**src/rtl/riscv_test_pkg.sv**
```systemverilog
// -----------------------------------------------------------------------------
// riscv_test_pkg
// Shared definitions for the ISA-compliance pass/fail monitor:
//   - mon_state_e : monitor FSM states (RUN / SETTLE / DONE)
//   - DEF_*       : default completion/test-number register indices and the
//                   default settle-window and watchdog lengths
// -----------------------------------------------------------------------------
package riscv_test_pkg;

  typedef enum logic [1:0] {
    ST_RUN    = 2'd0,
    ST_SETTLE = 2'd1,
    ST_DONE   = 2'd2
  } mon_state_e;

  localparam int DEF_DONE_REG_A     = 26;
  localparam int DEF_DONE_REG_B     = 27;
  localparam int DEF_TESTNUM_REG    = 3;
  localparam int DEF_SETTLE_CYCLES  = 10;
  localparam int DEF_TIMEOUT_CYCLES = 100000;

endpackage

```
**src/rtl/riscv_test_monitor_if.sv**
```systemverilog
// -----------------------------------------------------------------------------
// riscv_test_monitor_if
// Register-file writeback port as seen by the test monitor.
//   wb_en   : register-file write enable
//   wb_addr : destination register index
//   wb_data : write data
// master : the core (drives the writeback)
// slave  : the monitor (snoops the writeback)
// -----------------------------------------------------------------------------
interface riscv_test_monitor_if #(
  parameter int XLEN       = 32,
  parameter int REG_ADDR_W = 5
);

  logic                  wb_en;
  logic [REG_ADDR_W-1:0] wb_addr;
  logic [XLEN-1:0]       wb_data;

  modport master (output wb_en, output wb_addr, output wb_data);
  modport slave  (input  wb_en, input  wb_addr, input  wb_data);

endinterface

```
**src/rtl/riscv_test_shadow.sv**
```systemverilog
// -----------------------------------------------------------------------------
// riscv_test_shadow
// Shadow copy of one architectural register, loaded from the writeback port.
//   clk, rst   : clock, asynchronous active-high reset
//   clear_i    : synchronous zeroing (wins over a load)
//   freeze_i   : hold current value, ignore writes
//   wb_en_i    : writeback enable
//   wb_addr_i  : writeback index; loads when equal to IDX (x0 never loads)
//   wb_data_i  : writeback data
//   sh_d_o     : value the shadow takes at the coming edge
//   sh_q_o     : current registered value
// -----------------------------------------------------------------------------
module riscv_test_shadow #(
  parameter int XLEN       = 32,
  parameter int REG_ADDR_W = 5,
  parameter int IDX        = 0
) (
  input  logic                  clk,
  input  logic                  rst,
  input  logic                  clear_i,
  input  logic                  freeze_i,
  input  logic                  wb_en_i,
  input  logic [REG_ADDR_W-1:0] wb_addr_i,
  input  logic [XLEN-1:0]       wb_data_i,
  output logic [XLEN-1:0]       sh_d_o,
  output logic [XLEN-1:0]       sh_q_o
);

  logic [XLEN-1:0] sh_q;
  logic [XLEN-1:0] sh_d;
  logic            hit;

  // x0 is hardwired to zero in the core, so a write to it is never shadowed
  assign hit = wb_en_i && (wb_addr_i == REG_ADDR_W'(IDX)) && (wb_addr_i != '0);

  always_comb begin
    sh_d = sh_q;
    if (clear_i)
      sh_d = '0;
    else if (hit && !freeze_i)
      sh_d = wb_data_i;
  end

  always_ff @(posedge clk or posedge rst) begin
    if (rst)
      sh_q <= '0;
    else
      sh_q <= sh_d;
  end

  assign sh_d_o = sh_d;
  assign sh_q_o = sh_q;

endmodule

```
**src/rtl/riscv_test_monitor.sv**
```systemverilog
// -----------------------------------------------------------------------------
// riscv_test_monitor
// Pass/fail monitor for ISA compliance runs. Snoops the register-file
// writeback, shadows the two completion registers and the test-number
// register, and after a settle window latches a sticky verdict.
//   clk, rst   : core clock, asynchronous active-high reset
//   clear      : synchronous restart (everything back to zero / RUN)
//   wb         : writeback port (slave modport)
//   done       : verdict valid, sticky
//   pass       : both completion registers equal 1 at the verdict
//   fail       : verdict by trigger, not pass
//   timeout    : watchdog expired before any trigger
//   test_num   : test-number shadow captured on verdict entry
//   cycle_cnt  : cycles since rst/clear, saturating, frozen once done
// -----------------------------------------------------------------------------
module riscv_test_monitor
  import riscv_test_pkg::*;
#(
  parameter int XLEN           = 32,
  parameter int REG_ADDR_W     = 5,
  parameter int DONE_REG_A     = DEF_DONE_REG_A,
  parameter int DONE_REG_B     = DEF_DONE_REG_B,
  parameter int TESTNUM_REG    = DEF_TESTNUM_REG,
  parameter int SETTLE_CYCLES  = DEF_SETTLE_CYCLES,
  parameter int TIMEOUT_CYCLES = DEF_TIMEOUT_CYCLES,
  parameter int CNT_W          = 32
) (
  input  logic                 clk,
  input  logic                 rst,
  input  logic                 clear,
  riscv_test_monitor_if.slave  wb,
  output logic                 done,
  output logic                 pass,
  output logic                 fail,
  output logic                 timeout,
  output logic [XLEN-1:0]      test_num,
  output logic [CNT_W-1:0]     cycle_cnt
);

  localparam int             SW          = (SETTLE_CYCLES > 1) ? $clog2(SETTLE_CYCLES) : 1;
  localparam logic [SW-1:0]  SETTLE_LOAD = SW'(SETTLE_CYCLES - 1);
  localparam bit             WD_EN       = (TIMEOUT_CYCLES != 0);
  // Count value one edge before expiry: the edge that would make the
  // counter read TIMEOUT_CYCLES is the expiry edge.
  localparam logic [CNT_W-1:0] WD_LAST   = CNT_W'(TIMEOUT_CYCLES - 1);

  mon_state_e       state_q, state_d;
  logic [SW-1:0]    settle_q, settle_d;
  logic [CNT_W-1:0] cnt_q, cnt_d;
  logic             done_q, done_d;
  logic             pass_q, pass_d;
  logic             fail_q, fail_d;
  logic             to_q, to_d;
  logic [XLEN-1:0]  tnum_q, tnum_d;

  logic [XLEN-1:0]  sh_a_q, sh_a_d;
  logic [XLEN-1:0]  sh_b_q, sh_b_d;
  logic [XLEN-1:0]  sh_t_d;
  // The test-number shadow is only ever read through its next value
  logic [XLEN-1:0]  unused_sh_t_q;

  logic             freeze;
  logic             trig;
  logic             wd_expire;
  logic             both_one;

  assign freeze = (state_q == ST_DONE);

  riscv_test_shadow #(.XLEN(XLEN), .REG_ADDR_W(REG_ADDR_W), .IDX(DONE_REG_A)) u_sh_a (
    .clk(clk), .rst(rst), .clear_i(clear), .freeze_i(freeze),
    .wb_en_i(wb.wb_en), .wb_addr_i(wb.wb_addr), .wb_data_i(wb.wb_data),
    .sh_d_o(sh_a_d), .sh_q_o(sh_a_q)
  );

  riscv_test_shadow #(.XLEN(XLEN), .REG_ADDR_W(REG_ADDR_W), .IDX(DONE_REG_B)) u_sh_b (
    .clk(clk), .rst(rst), .clear_i(clear), .freeze_i(freeze),
    .wb_en_i(wb.wb_en), .wb_addr_i(wb.wb_addr), .wb_data_i(wb.wb_data),
    .sh_d_o(sh_b_d), .sh_q_o(sh_b_q)
  );

  riscv_test_shadow #(.XLEN(XLEN), .REG_ADDR_W(REG_ADDR_W), .IDX(TESTNUM_REG)) u_sh_t (
    .clk(clk), .rst(rst), .clear_i(clear), .freeze_i(freeze),
    .wb_en_i(wb.wb_en), .wb_addr_i(wb.wb_addr), .wb_data_i(wb.wb_data),
    .sh_d_o(sh_t_d), .sh_q_o(unused_sh_t_q)
  );

  // Trigger looks at registered shadows; the verdict looks at the values
  // landing at the verdict edge so a last-moment write still counts.
  assign trig      = (sh_a_q == XLEN'(1)) || (sh_b_q == XLEN'(1));
  assign both_one  = (sh_a_d == XLEN'(1)) && (sh_b_d == XLEN'(1));
  assign wd_expire = WD_EN && (cnt_q == WD_LAST);

  // State register
  always_ff @(posedge clk or posedge rst) begin
    if (rst) begin
      state_q  <= ST_RUN;
      settle_q <= '0;
    end else begin
      state_q  <= state_d;
      settle_q <= settle_d;
    end
  end

  // Next-state logic; a trigger beats a coinciding watchdog expiry
  always_comb begin
    state_d  = state_q;
    settle_d = settle_q;
    if (clear) begin
      state_d  = ST_RUN;
      settle_d = '0;
    end else begin
      case (state_q)
        ST_RUN: begin
          if (trig) begin
            state_d  = ST_SETTLE;
            settle_d = SETTLE_LOAD;
          end else if (wd_expire) begin
            state_d  = ST_DONE;
          end
        end
        ST_SETTLE: begin
          if (settle_q == '0)
            state_d = ST_DONE;
          else
            settle_d = settle_q - 1'b1;
        end
        ST_DONE: ;
        default: state_d = ST_RUN;
      endcase
    end
  end

  // Output logic: cycle counter and verdict captured on DONE entry
  always_comb begin
    done_d = done_q;
    pass_d = pass_q;
    fail_d = fail_q;
    to_d   = to_q;
    tnum_d = tnum_q;
    cnt_d  = cnt_q;
    if (clear) begin
      done_d = 1'b0;
      pass_d = 1'b0;
      fail_d = 1'b0;
      to_d   = 1'b0;
      tnum_d = '0;
      cnt_d  = '0;
    end else begin
      if (state_q != ST_DONE && cnt_q != '1)
        cnt_d = cnt_q + 1'b1;
      if (state_q != ST_DONE && state_d == ST_DONE) begin
        done_d = 1'b1;
        tnum_d = sh_t_d;
        if (state_q == ST_RUN) begin
          to_d = 1'b1;
        end else begin
          pass_d = both_one;
          fail_d = !both_one;
        end
      end
    end
  end

  always_ff @(posedge clk or posedge rst) begin
    if (rst) begin
      done_q <= 1'b0;
      pass_q <= 1'b0;
      fail_q <= 1'b0;
      to_q   <= 1'b0;
      tnum_q <= '0;
      cnt_q  <= '0;
    end else begin
      done_q <= done_d;
      pass_q <= pass_d;
      fail_q <= fail_d;
      to_q   <= to_d;
      tnum_q <= tnum_d;
      cnt_q  <= cnt_d;
    end
  end

  assign done      = done_q;
  assign pass      = pass_q;
  assign fail      = fail_q;
  assign timeout   = to_q;
  assign test_num  = tnum_q;
  assign cycle_cnt = cnt_q;

endmodule

```
**src/flat_wrapper.sv**
```systemverilog
// flat-port wrapper written by rule: the top's interface ports become plain ports
module riscv_test_monitor_flat import riscv_test_pkg::*;
#(
  parameter int XLEN           = 32,
  parameter int REG_ADDR_W     = 5,
  parameter int DONE_REG_A     = DEF_DONE_REG_A,
  parameter int DONE_REG_B     = DEF_DONE_REG_B,
  parameter int TESTNUM_REG    = DEF_TESTNUM_REG,
  parameter int SETTLE_CYCLES  = DEF_SETTLE_CYCLES,
  parameter int TIMEOUT_CYCLES = DEF_TIMEOUT_CYCLES,
  parameter int CNT_W          = 32
)
  (clk, rst, clear, done, pass, fail, timeout, test_num, cycle_cnt, wb_wb_en, wb_wb_addr, wb_wb_data);
  riscv_test_monitor_if #(.XLEN(XLEN), .REG_ADDR_W(REG_ADDR_W)) wb_i ();
  input  logic clk;
  input  logic rst;
  input  logic clear;
  output logic done;
  output logic pass;
  output logic fail;
  output logic timeout;
  output logic [XLEN-1:0] test_num;
  output logic [CNT_W-1:0] cycle_cnt;
  input wire logic [$bits(wb_i.wb_en)-1:0] wb_wb_en;
  input wire logic [$bits(wb_i.wb_addr)-1:0] wb_wb_addr;
  input wire logic [$bits(wb_i.wb_data)-1:0] wb_wb_data;
  assign wb_i.wb_en = wb_wb_en;
  assign wb_i.wb_addr = wb_wb_addr;
  assign wb_i.wb_data = wb_wb_data;
  riscv_test_monitor #(.XLEN(XLEN), .REG_ADDR_W(REG_ADDR_W), .DONE_REG_A(DONE_REG_A), .DONE_REG_B(DONE_REG_B), .TESTNUM_REG(TESTNUM_REG), .SETTLE_CYCLES(SETTLE_CYCLES), .TIMEOUT_CYCLES(TIMEOUT_CYCLES), .CNT_W(CNT_W)) u_core (.clk(clk), .rst(rst), .clear(clear), .wb(wb_i), .done(done), .pass(pass), .fail(fail), .timeout(timeout), .test_num(test_num), .cycle_cnt(cycle_cnt));
endmodule
```
**config.mk**
```make
export PLATFORM = sky130hd
export DESIGN_NAME = riscv_test_monitor_flat
export DESIGN_NICKNAME = d
export VERILOG_FILES = /design/src/rtl/riscv_test_pkg.sv /design/src/rtl/riscv_test_monitor_if.sv /design/src/rtl/riscv_test_shadow.sv /design/src/rtl/riscv_test_monitor.sv /design/src/flat_wrapper.sv
export SDC_FILE = /design/constraint.sdc
export NUM_CORES = 1
export LEC_CHECK = 0
export CORE_UTILIZATION = 50
export CTS_CLUSTER_DIAMETER = 150
export DETAILED_ROUTE_END_ITERATION = 8
export DONT_BUFFER_PORTS = 1
export PLACE_DENSITY = 0.68
export SKIP_LAST_GASP = 1
export SLEW_MARGIN = 20
export SYNTH_ARGS = -nofsm -noshare
export SYNTH_HDL_FRONTEND = slang
export SYNTH_SLANG_ARGS = --single-unit
```
**constraint.sdc**
```tcl
create_clock -name clk -period 8.83 [get_ports clk]
set_input_delay 0.883 -clock clk [delete_from_list [all_inputs] [get_ports clk]]
set_output_delay 0.883 -clock clk [all_outputs]
set_load 0.03 [all_outputs]
```
# Yosys cells after proc, flatten, opt, wreduce, memory -nomap -nowiden
# Index checks and enable logic that the tools add are counted.
[classes]
add_sub_neg = 2
mul = 0
div_mod_pow = 0
magnitude_cmp = 0
n_eq_ne = 16
shift = 0
mux = 30
bitwise = 0
n_reduce_logical = 25
[op_table]
columns = ["cell", "count"]
rows = [
  ["$mux 32", 10],
  ["$eq 32x1->1 const B", 4],
  ["$add 32x1->32 const B", 1],
  ["$eq 32x17->1 const B", 1],
  ["$ne 32x32->1 const B", 1],
  ["$logic_and 1x1->1", 12],
  ["$mux 4", 3],
  ["$mux 1", 11],
  ["$eq 5x5->1 const B", 2],
  ["$mux 2", 4],
  ["$pmux 4 s2", 1],
  ["$pmux 2 s3", 1],
  ["$reduce_bool 2->1", 3],
  ["$eq 5x2->1 const B", 1],
  ["$reduce_bool 5->1", 1],
  ["$eq 2x2->1 const B", 2],
  ["$logic_not 4->1", 1],
  ["$ne 2x2->1 const B", 2],
  ["$reduce_and 2->1", 2],
  ["$sub 4x1->4 const B", 1],
  ["$ne 3x2->1 const B", 1],
  ["$ne 3x3->1 const B", 1],
  ["$reduce_and 3->1", 1],
  ["$reduce_bool 3->1", 1],
  ["other kinds (4)", 5],
]
[word_totals]
register_bits = 170
latchBits = 0
ramBits = 0
rom_bits = 0
in_bits = 41
output_inout_bits = 68
wordCells = 84
n_memories = 0

# Longest topological paths before layout
# Gate-level depths: netlist of the first run.
[depth]
ltp_word = 12
depth_mapped = 8
ltp_nobuf = 7

# By module
# Synthesis of the first run repeated with hierarchy kept, for this count alone.
[hier_totals]
cells_unflattened = 820
area_unflattened_um2 = 8983.6
[by_module_without_submodules]
columns = ["module", "n_inst", "cells_each", "area_each_um2", "seq_area_each_um2"]
rows = [
  ["riscv_test_monitor", 1, 395, 4107.7, 1851.8],
  ["riscv_test_shadow at u_core.u_sh_a", 1, 142, 1630.3, 800.8],
  ["riscv_test_shadow at u_core.u_sh_t", 1, 141, 1630.3, 800.8],
  ["riscv_test_shadow at u_core.u_sh_b", 1, 142, 1615.3, 800.8],
]

# Worst setup path before layout of the first run
# Ideal clock, no wire load.
[synth_path]
kind = "in2reg"
startpoint = "input port wb_wb_en"
endpoint = "register u_core.pass_q, in the netlist u_core.pass"
setup_ns = 0.065
t_arrival_ns = 2.400
required_ns = 8.765
slack_ns = 6.366
cell_stages = 6
path_buffers = 1
cell_sequence = "nand2_1 or4_1 clkbuf_1 mux2_2 nor4b_1 a31o_2"
[synth_between]
elab_chain_cells = 10
elab_cells_between_ends = 16
classes_between = "eq/ne: 2; mux: 7; reduce/logical: 7"
[synth_lines]
columns = ["item", "line_no", "rtl"]
rows = [
  ["from (decl)", "flat_wrapper.sv:24", "input wire logic [$bits(wb_i.wb_en)-1:0] wb_wb_en;"],
  ["$logic_and 1x1->1 (2 in series)", "riscv_test_shadow.sv:34", "assign hit = wb_en_i && (wb_addr_i == REG_ADDR_W'(IDX)) && (wb_addr_i != '0);"],
  ["$logic_and 1x1->1", "riscv_test_shadow.sv:40", "else if (hit && !freeze_i)"],
  ["$mux 32", "riscv_test_shadow.sv:40", ""],
  ["$mux 32", "riscv_test_shadow.sv:38", "if (clear_i)"],
  ["$eq 32x1->1", "riscv_test_monitor.sv:90", "assign both_one = (sh_a_d == XLEN'(1)) && (sh_b_d == XLEN'(1));"],
  ["$logic_and 1x1->1 *", "riscv_test_monitor.sv:90", ""],
  ["$mux 1 *", "riscv_test_monitor.sv:154", "if (state_q == ST_RUN) begin"],
  ["$mux 1 *", "riscv_test_monitor.sv:151", "if (state_q != ST_DONE && state_d == ST_DONE) begin"],
  ["$mux 1 *", "riscv_test_monitor.sv:141", "if (clear) begin"],
  ["to (signal assigned)", "riscv_test_monitor.sv:174", "pass_q <= pass_d;"],
  ["to (decl)", "riscv_test_monitor.sv:51", "logic pass_q, pass_d;"],
]
# Mark *: on every way between the ends. The rest lies on a longest branch, timed or not. The select of a mux whose other input is x is not followed.
# A chain may end at the register's enable or synchronous reset.

# Worst setup path in the final report of the first run
[layout_path]
startpoint = "register u_core.u_sh_a.sh_q[19], in the netlist u_core.u_sh_a.sh_q_o[19]"
endpoint = "register u_core.tnum_q[6], in the netlist u_core.test_num[6]"
[layout_between]
elab_chain_cells = 8
[layout_lines]
columns = ["item", "line_no", "rtl"]
rows = [
  ["from (decl)", "riscv_test_shadow.sv:29", "logic [XLEN-1:0] sh_q;"],
  ["from (signal assigned)", "riscv_test_shadow.sv:46", "sh_q <= '0;"],
  ["from (signal assigned)", "riscv_test_shadow.sv:48", "sh_q <= sh_d;"],
  ["$eq 32x1->1", "riscv_test_monitor.sv:89", "assign trig = (sh_a_q == XLEN'(1)) || (sh_b_q == XLEN'(1));"],
  ["$logic_or 1x1->1", "riscv_test_monitor.sv:89", ""],
  ["$mux 2", "riscv_test_monitor.sv:114", "if (trig) begin"],
  ["$pmux 2 s3", "riscv_test_monitor.sv:112", "case (state_q)"],
  ["$mux 2", "riscv_test_monitor.sv:108", "if (clear) begin"],
  ["$eq 2x2->1", "riscv_test_monitor.sv:151", ""],
  ["$logic_and 1x1->1", "riscv_test_monitor.sv:151", ""],
  ["$reduce_bool 2->1 (no line)", "--", ""],
  ["to (signal assigned)", "riscv_test_monitor.sv:177", "tnum_q <= tnum_d;"],
  ["to (decl)", "riscv_test_monitor.sv:54", "logic [XLEN-1:0] tnum_q, tnum_d;"],
]
# No other way between the ends.

==> impl_metrics.yaml, run 1 <==
status:
  status: "finished clean"
timing:
  relSlewSlack: 0.298
  hold_slack_ns: 0.424
  worstMarginPinSlew_ns: 1.05
  rsz0062_at_grt: "no"
  report.final.slew_viol_count: 0
  period_share: 0.350
  setup_viol: 0
  setup_tns_ns: 0
  finalHoldViolCount: 0
  fin_skew_ns: 0.00938
  fmax_ghz: 0.324
  min_period_ns: 3.09
clock_network:
  cts_tree: "done"
  clk_path_buf_depth: 2
  cts-root-buf: "clkbuf_16"
  tritoncts_num_sinks: 170
  cts_setup_buffers: 0
  post_cts_resized: 0
  clkLatencyLatePin_ns: 0.43
  htree_levels: 4
  numCtsBuffers: 17
  ctsHoldBuffers: 0
  path_clk_slew_ns: 0.06
yosys:
  synth_ff_type: "dfrtp_1"
  yosysMostFrequentCell: "dfrtp_1"
  synth_edf_count: 0
  synthTopCellsByArea: "dfrtp_1 (55%), mux2i_1 (12%), nor2_1 (7.2%)"
  ys_top_cells_by_count: "dfrtp_1 (170), nor2_1 (149), mux2i_1 (96)"
  syn_area_um2: 7730
  syn_inst: 702
  ys_types: 42
  yosysSeqAreaShare: 0.550
  synth_top_area_share: 0.550
  synth-seq-cells: 170
  async_reset_ff_frac: 1.00
  yosysWarnings: 0
  yosysTopAreaCell: "dfrtp_1"
  syn_nets: 746
  avgSynthCellArea_um2: 11.0
finish:
  antenna_cells: 0
  nFillCells: 1273
  area_growth_pct: 10.4
  postLayoutCoreUtil: 0.563
  fin_nets: 734
  drive_gt1_frac: 0.0725
global_route:
  grt_overflow: 0
  first_global_vias: 5145
  antenna_found_initial: 0
  grt_max_degree: 175
  grt_util_all_layers: 0.224
  grt_pass1_wl_mm: 27.5
die:
  core_um2: 15100
  start_util: 0.510
  die-area_um2: 16000
  dieHeight_um: 126
  fp.dieW_um: 126
  pin_count: 109
  core.rowCount: 45
setup_path:
  cp_data_required_time_ns: 9.15
  arrival_ns: 3.41
  crit_type: "reg -> reg"
  worstSetupEndpointType: "flip-flop"
  crit_fanout: 33
  critPathLaunchType: "flip-flop"
place:
  place_hpwl_mm: 11.4
  finalWeightedCongestion: 0.867
  port_buffers: 0
drt:
  via_per_inst: 5.81
  firstDrtPassIters: 5
  route.vias.total: 5179
  avgRoutedWirePerCell_um: 19.1
  ant_nets: 0
  drtIter0Drc: 372
  drc: 0
  routed_wl_mm: 17.0
hold_path:
  hold_path_class: "in -> async"
run:
  cap_violations: 0
pwr:
  peakVddDrop_v: 0.000145
  powerDensity_nw_per_um2: 194
  p_leak_uw: 0.00429
## where the power goes
| group | total, uW | switching (uW) | leakage (uW) | internal (uW) |
|---|---|---|---|---|
| clock network | 819 | 315 | 0.000300 | 504 |
| logic | 44.7 | 30.2 | 0.00162 | 14.4 |
| registers | 792 | 8.07 | 0.00237 | 784 |
| total | 1660 | 353 | 0.00429 | 1300 |
## per-layer routing
layer	part of all wire	vias to the layer above	global-route usage
met5	0	-	0
met4	0.010	0	0.0617
met3	0.070	14	0.0742
met2	0.49	141	0.363
met1	0.43	2618	0.288
li1	-	2406	-
## metrics by stage
| stage | area [um^2] | std cells | setup WS, ns | power, uW |
|---|---|---|---|---|
| global placement | 7870 | 859 | 5.69 | 850 |
| CTS | 8520 | 891 | 5.75 | 1670 |
| detailed placement | 7870 | 859 | 5.63 | 852 |
| finish | 8530 | 891 | 5.74 | 1660 |
| global route | 8530 | 891 | 5.44 | 1710 |
| floorplan | 7730 | 702 | 3.34 | 851 |
## final timing paths
check                                    startpoint                        to  slack, ns  depth (start not counted)
min in group clk                              clear  u_core.u_sh_b.sh_q_o[18]       0.52                          1
max reg2reg                u_core.u_sh_a.sh_q_o[19]        u_core.test_num[6]       5.74                          6
min reg2reg                u_core.u_sh_a.sh_q_o[10]  u_core.u_sh_a.sh_q_o[10]       0.53                          2
max                        u_core.u_sh_a.sh_q_o[19]        u_core.test_num[6]       5.74                          6
max in group asynchronous                       rst  u_core.u_sh_t.sh_q_o[23]       7.16                          2
min                                             rst      u_core.cycle_cnt[31]       0.42                          1
## area by class of cell
type	instances	area [um^2]	share of cell area
flip-flops and latches	170	4250	0.499
well taps	188	235	0.0276
clock buffers	18	429	0.0503
repair buffers	3	26.3	0.00308
clock inverters	14	221	0.0260
inverters	8	35.0	0.00411
multi-input cells	490	3330	0.390
## sequential cells by signal, indices dropped and copies added (netlist names)
name,cells
u_core.cycle_cnt,32
u_core.test_num,32
u_core.u_sh_a.sh_q_o,32
u_core.u_sh_b.sh_q_o,32
u_core.u_sh_t.sh_q_o,32
u_core.settle_q,4
u_core.state_q,2
u_core.done,1
u_core.fail,1
u_core.pass,1
u_core.timeout,1
## critical path, stage by stage (launching register included)
cell and delay (ns):
dfrtp_1 0.38, nor4_1 0.45, nand4_1 0.20, o41ai_1 0.56, nor3_2 0.16, nor2_4 0.81
mux2_2 0.41
## placed cells by master (no fill, tap or decap), types with 3 or more instances in the layout
cell type | Yosys | routed
clkbuf_16 | 0 | 17
bufinv_16 | 0 | 5
mux2_2 | 4 | 4
and3_1 | 7 | 7
nor4b_1 | 4 | 3
dfrtp_1 | 170 | 170
o21ai_0 | 6 | 6
nor2_1 | 149 | 149
nor4_1 | 21 | 20
or3_1 | 7 | 7
xor2_1 | 20 | 20
nand3_1 | 15 | 14
ha_1 | 3 | 3
and4_1 | 3 | 3
nor3_1 | 13 | 13
nor3b_1 | 4 | 4
clkinvlp_4 | 0 | 5
a31oi_1 | 3 | 3
nand4_1 | 15 | 15
nor2b_1 | 33 | 33
mux2i_1 | 96 | 96
nand2_1 | 18 | 18
mux2_1 | 29 | 29
inv_1 | 8 | 7
a21oi_1 | 10 | 10
or4_1 | 5 | 4
xnor2_1 | 9 | 9
## logic make-up after synthesis
| kind of cell | Yosys count | share of synthesized area |
|---|---|---|
| buffers and inverters | 42 | 0.0220 |
| and+or+nand+nor | 302 | 0.193 |
| xor gates and xnor gates | 29 | 0.0329 |
| DFF | 170 | 0.550 |
| muxes | 129 | 0.172 |
| AOI/OAI and AO/OA | 27 | 0.0241 |
| adders and majority gates | 3 | 0.00486 |
Power figures use the tool's default switching activity.
==> inputs of run 2 (changes only) <==
--- a/config.mk
+++ b/config.mk
@@ -9,7 +9,7 @@
 export CTS_CLUSTER_DIAMETER = 150
 export DETAILED_ROUTE_END_ITERATION = 8
 export DONT_BUFFER_PORTS = 1
-export PLACE_DENSITY = 0.68
+export PLACE_DENSITY = 0.71
 export SKIP_LAST_GASP = 1
 export SLEW_MARGIN = 20
 export SYNTH_ARGS = -nofsm -noshare
==> constraint.sdc (replaced) <==
create_clock -name clk -period 2.75 [get_ports clk]
set_input_delay 0.275 -clock clk [delete_from_list [all_inputs] [get_ports clk]]
set_output_delay 0.275 -clock clk [all_outputs]
set_load 0.03 [all_outputs]
==> impl_metrics.yaml, run 2 (synthesis results as in run 1) <==
die:
  core.rowCount: 45
  die-area_um2: 16000
  start_util: 0.510
  fp.dieW_um: 126
  core_um2: 15100
  dieHeight_um: 126
  pin_count: 109
hold_path:
  hold_path_class: "in -> reg"
pwr:
  p_leak_uw: 0.00448
  peakVddDrop_v: 0.000442
  powerDensity_nw_per_um2: 555
  power_uw: 4880
clock_network:
  path_clk_slew_ns: 0.06
  clk_path_buf_depth: 2
  tritoncts_num_sinks: 170
  cts_tree: "done"
  clkLatencyLatePin_ns: 0.43
  numCtsBuffers: 17
  htree_levels: 4
  cts-root-buf: "clkbuf_16"
place:
  place_area_um2: 8190
  placed_cells: 894
  finalWeightedCongestion: 0.890
  place_hpwl_mm: 12.3
  port_buffers: 0
setup_path:
  arrival_ns: 2.90
  crit_type: "reg -> reg"
  cp_data_required_time_ns: 3.05
  crit_fanout: 15
  critPathLaunchType: "flip-flop"
  worstSetupEndpointType: "flip-flop"
global_route:
  grt_util_all_layers: 0.245
  grt_pass1_wl_mm: 30.1
  grt_max_degree: 136
  first_global_vias: 5619
  grt_overflow: 0
  antenna_found_initial: 0
finish:
  antenna_cells: 0
  instances_no_fill: 929
  finalInstanceArea_um2: 8790
  fin_nets: 775
  area_growth_pct: 13.7
  drive_gt1_frac: 0.112
  layout_commonest_cell: "dfrtp_1"
  final_cell_mix: "dfrtp_1 (170), nor2_1 (149), mux2i_1 (96)"
timing:
  setup_tns_ns: 0
  worstMarginPinSlew_ns: 0.725
  relSlewSlack: 0.510
  fin_skew_ns: 0.00960
  setup_viol: 0
  finalHoldViolCount: 0
  min_period_ns: 2.59
  fmax_ghz: 0.386
  rsz0062_at_grt: "no"
  period_share: 0.943
  report.final.slew_viol_count: 0
drt:
  routed_wl_mm: 18.5
  via_per_inst: 5.82
  drc: 0
  ant_nets: 0
  avgRoutedWirePerCell_um: 19.9
  drtIter0Drc: 356
  route.vias.total: 5403
  firstDrtPassIters: 5
status:
  status: "finished clean"
run:
  cap_violations: 0
## run 2: worst max-delay path: stages, from the launching register on
cell     delay, ns
dfrtp_1       0.38
nor4_1        0.47
nand4_1       0.23
o41ai_1       0.43
buf_4         0.19
nor3_2        0.06
nor2_4        0.17
buf_12        0.19
mux2_1        0.35
## run 2: final cells by class
type                    instances  area (um^2)
well taps                     188          235
clock inverters                 8         48.8
clock buffers                  21          470
flip-flops and latches        170         4250
fillers                      1240         6360
inverters                       8         33.8
multi-input cells             490         3320
repair buffers                 44          425
## run 2: path summary, 6_finish.rpt
kind	from	endpoint	slack (ns)	depth (start not counted)
max	u_core.u_sh_a.sh_q_o[8]	u_core.test_num[17]	0.16	8
min in group asynchronous	rst	u_core.done	0.37	2
max in group asynchronous	rst	u_core.u_sh_b.sh_q_o[20]	1.61	3
min	wb_wb_data[14]	u_core.u_sh_a.sh_q_o[14]	0.008	2
max reg2reg	u_core.u_sh_a.sh_q_o[8]	u_core.test_num[17]	0.16	8
min reg2reg	u_core.u_sh_b.sh_q_o[10]	u_core.u_sh_b.sh_q_o[10]	0.52	2
## run 2: layer usage
layer | GRT usage | share of wire
met5 | 0 | 0
met3 | 0.0717 | 0.070
met1 | 0.319 | 0.43
met2 | 0.393 | 0.48
met4 | 0.0808 | 0.019
## run 2: what timing repair did
action                                 CTS  global route
setup endpoints to repair                0             0
setup buffers                            0             0
endpoints found under the hold margin  152             0
resized for setup                        0             0
hold buffers                             6             0
## run 2: power by group
group / switching, uW / total (uW) / internal (uW)
Clock: 929 / 2130 / 1200
Combinational: 146 / 214 / 67.5
Sequential: 15.8 / 2530 / 2520
## run 2: metrics by stage
step                      worst slack [ns]  hold WS, ns   util
final                                0.158      0.00831  0.580
after global routing               0.00489      0.00307  0.580
after CTS                            0.146     0.000967  0.580
after detailed placement             0.167        0.206  0.541
after global placement               0.233        0.199  0.541
after floorplan                      0.306        0.428      -
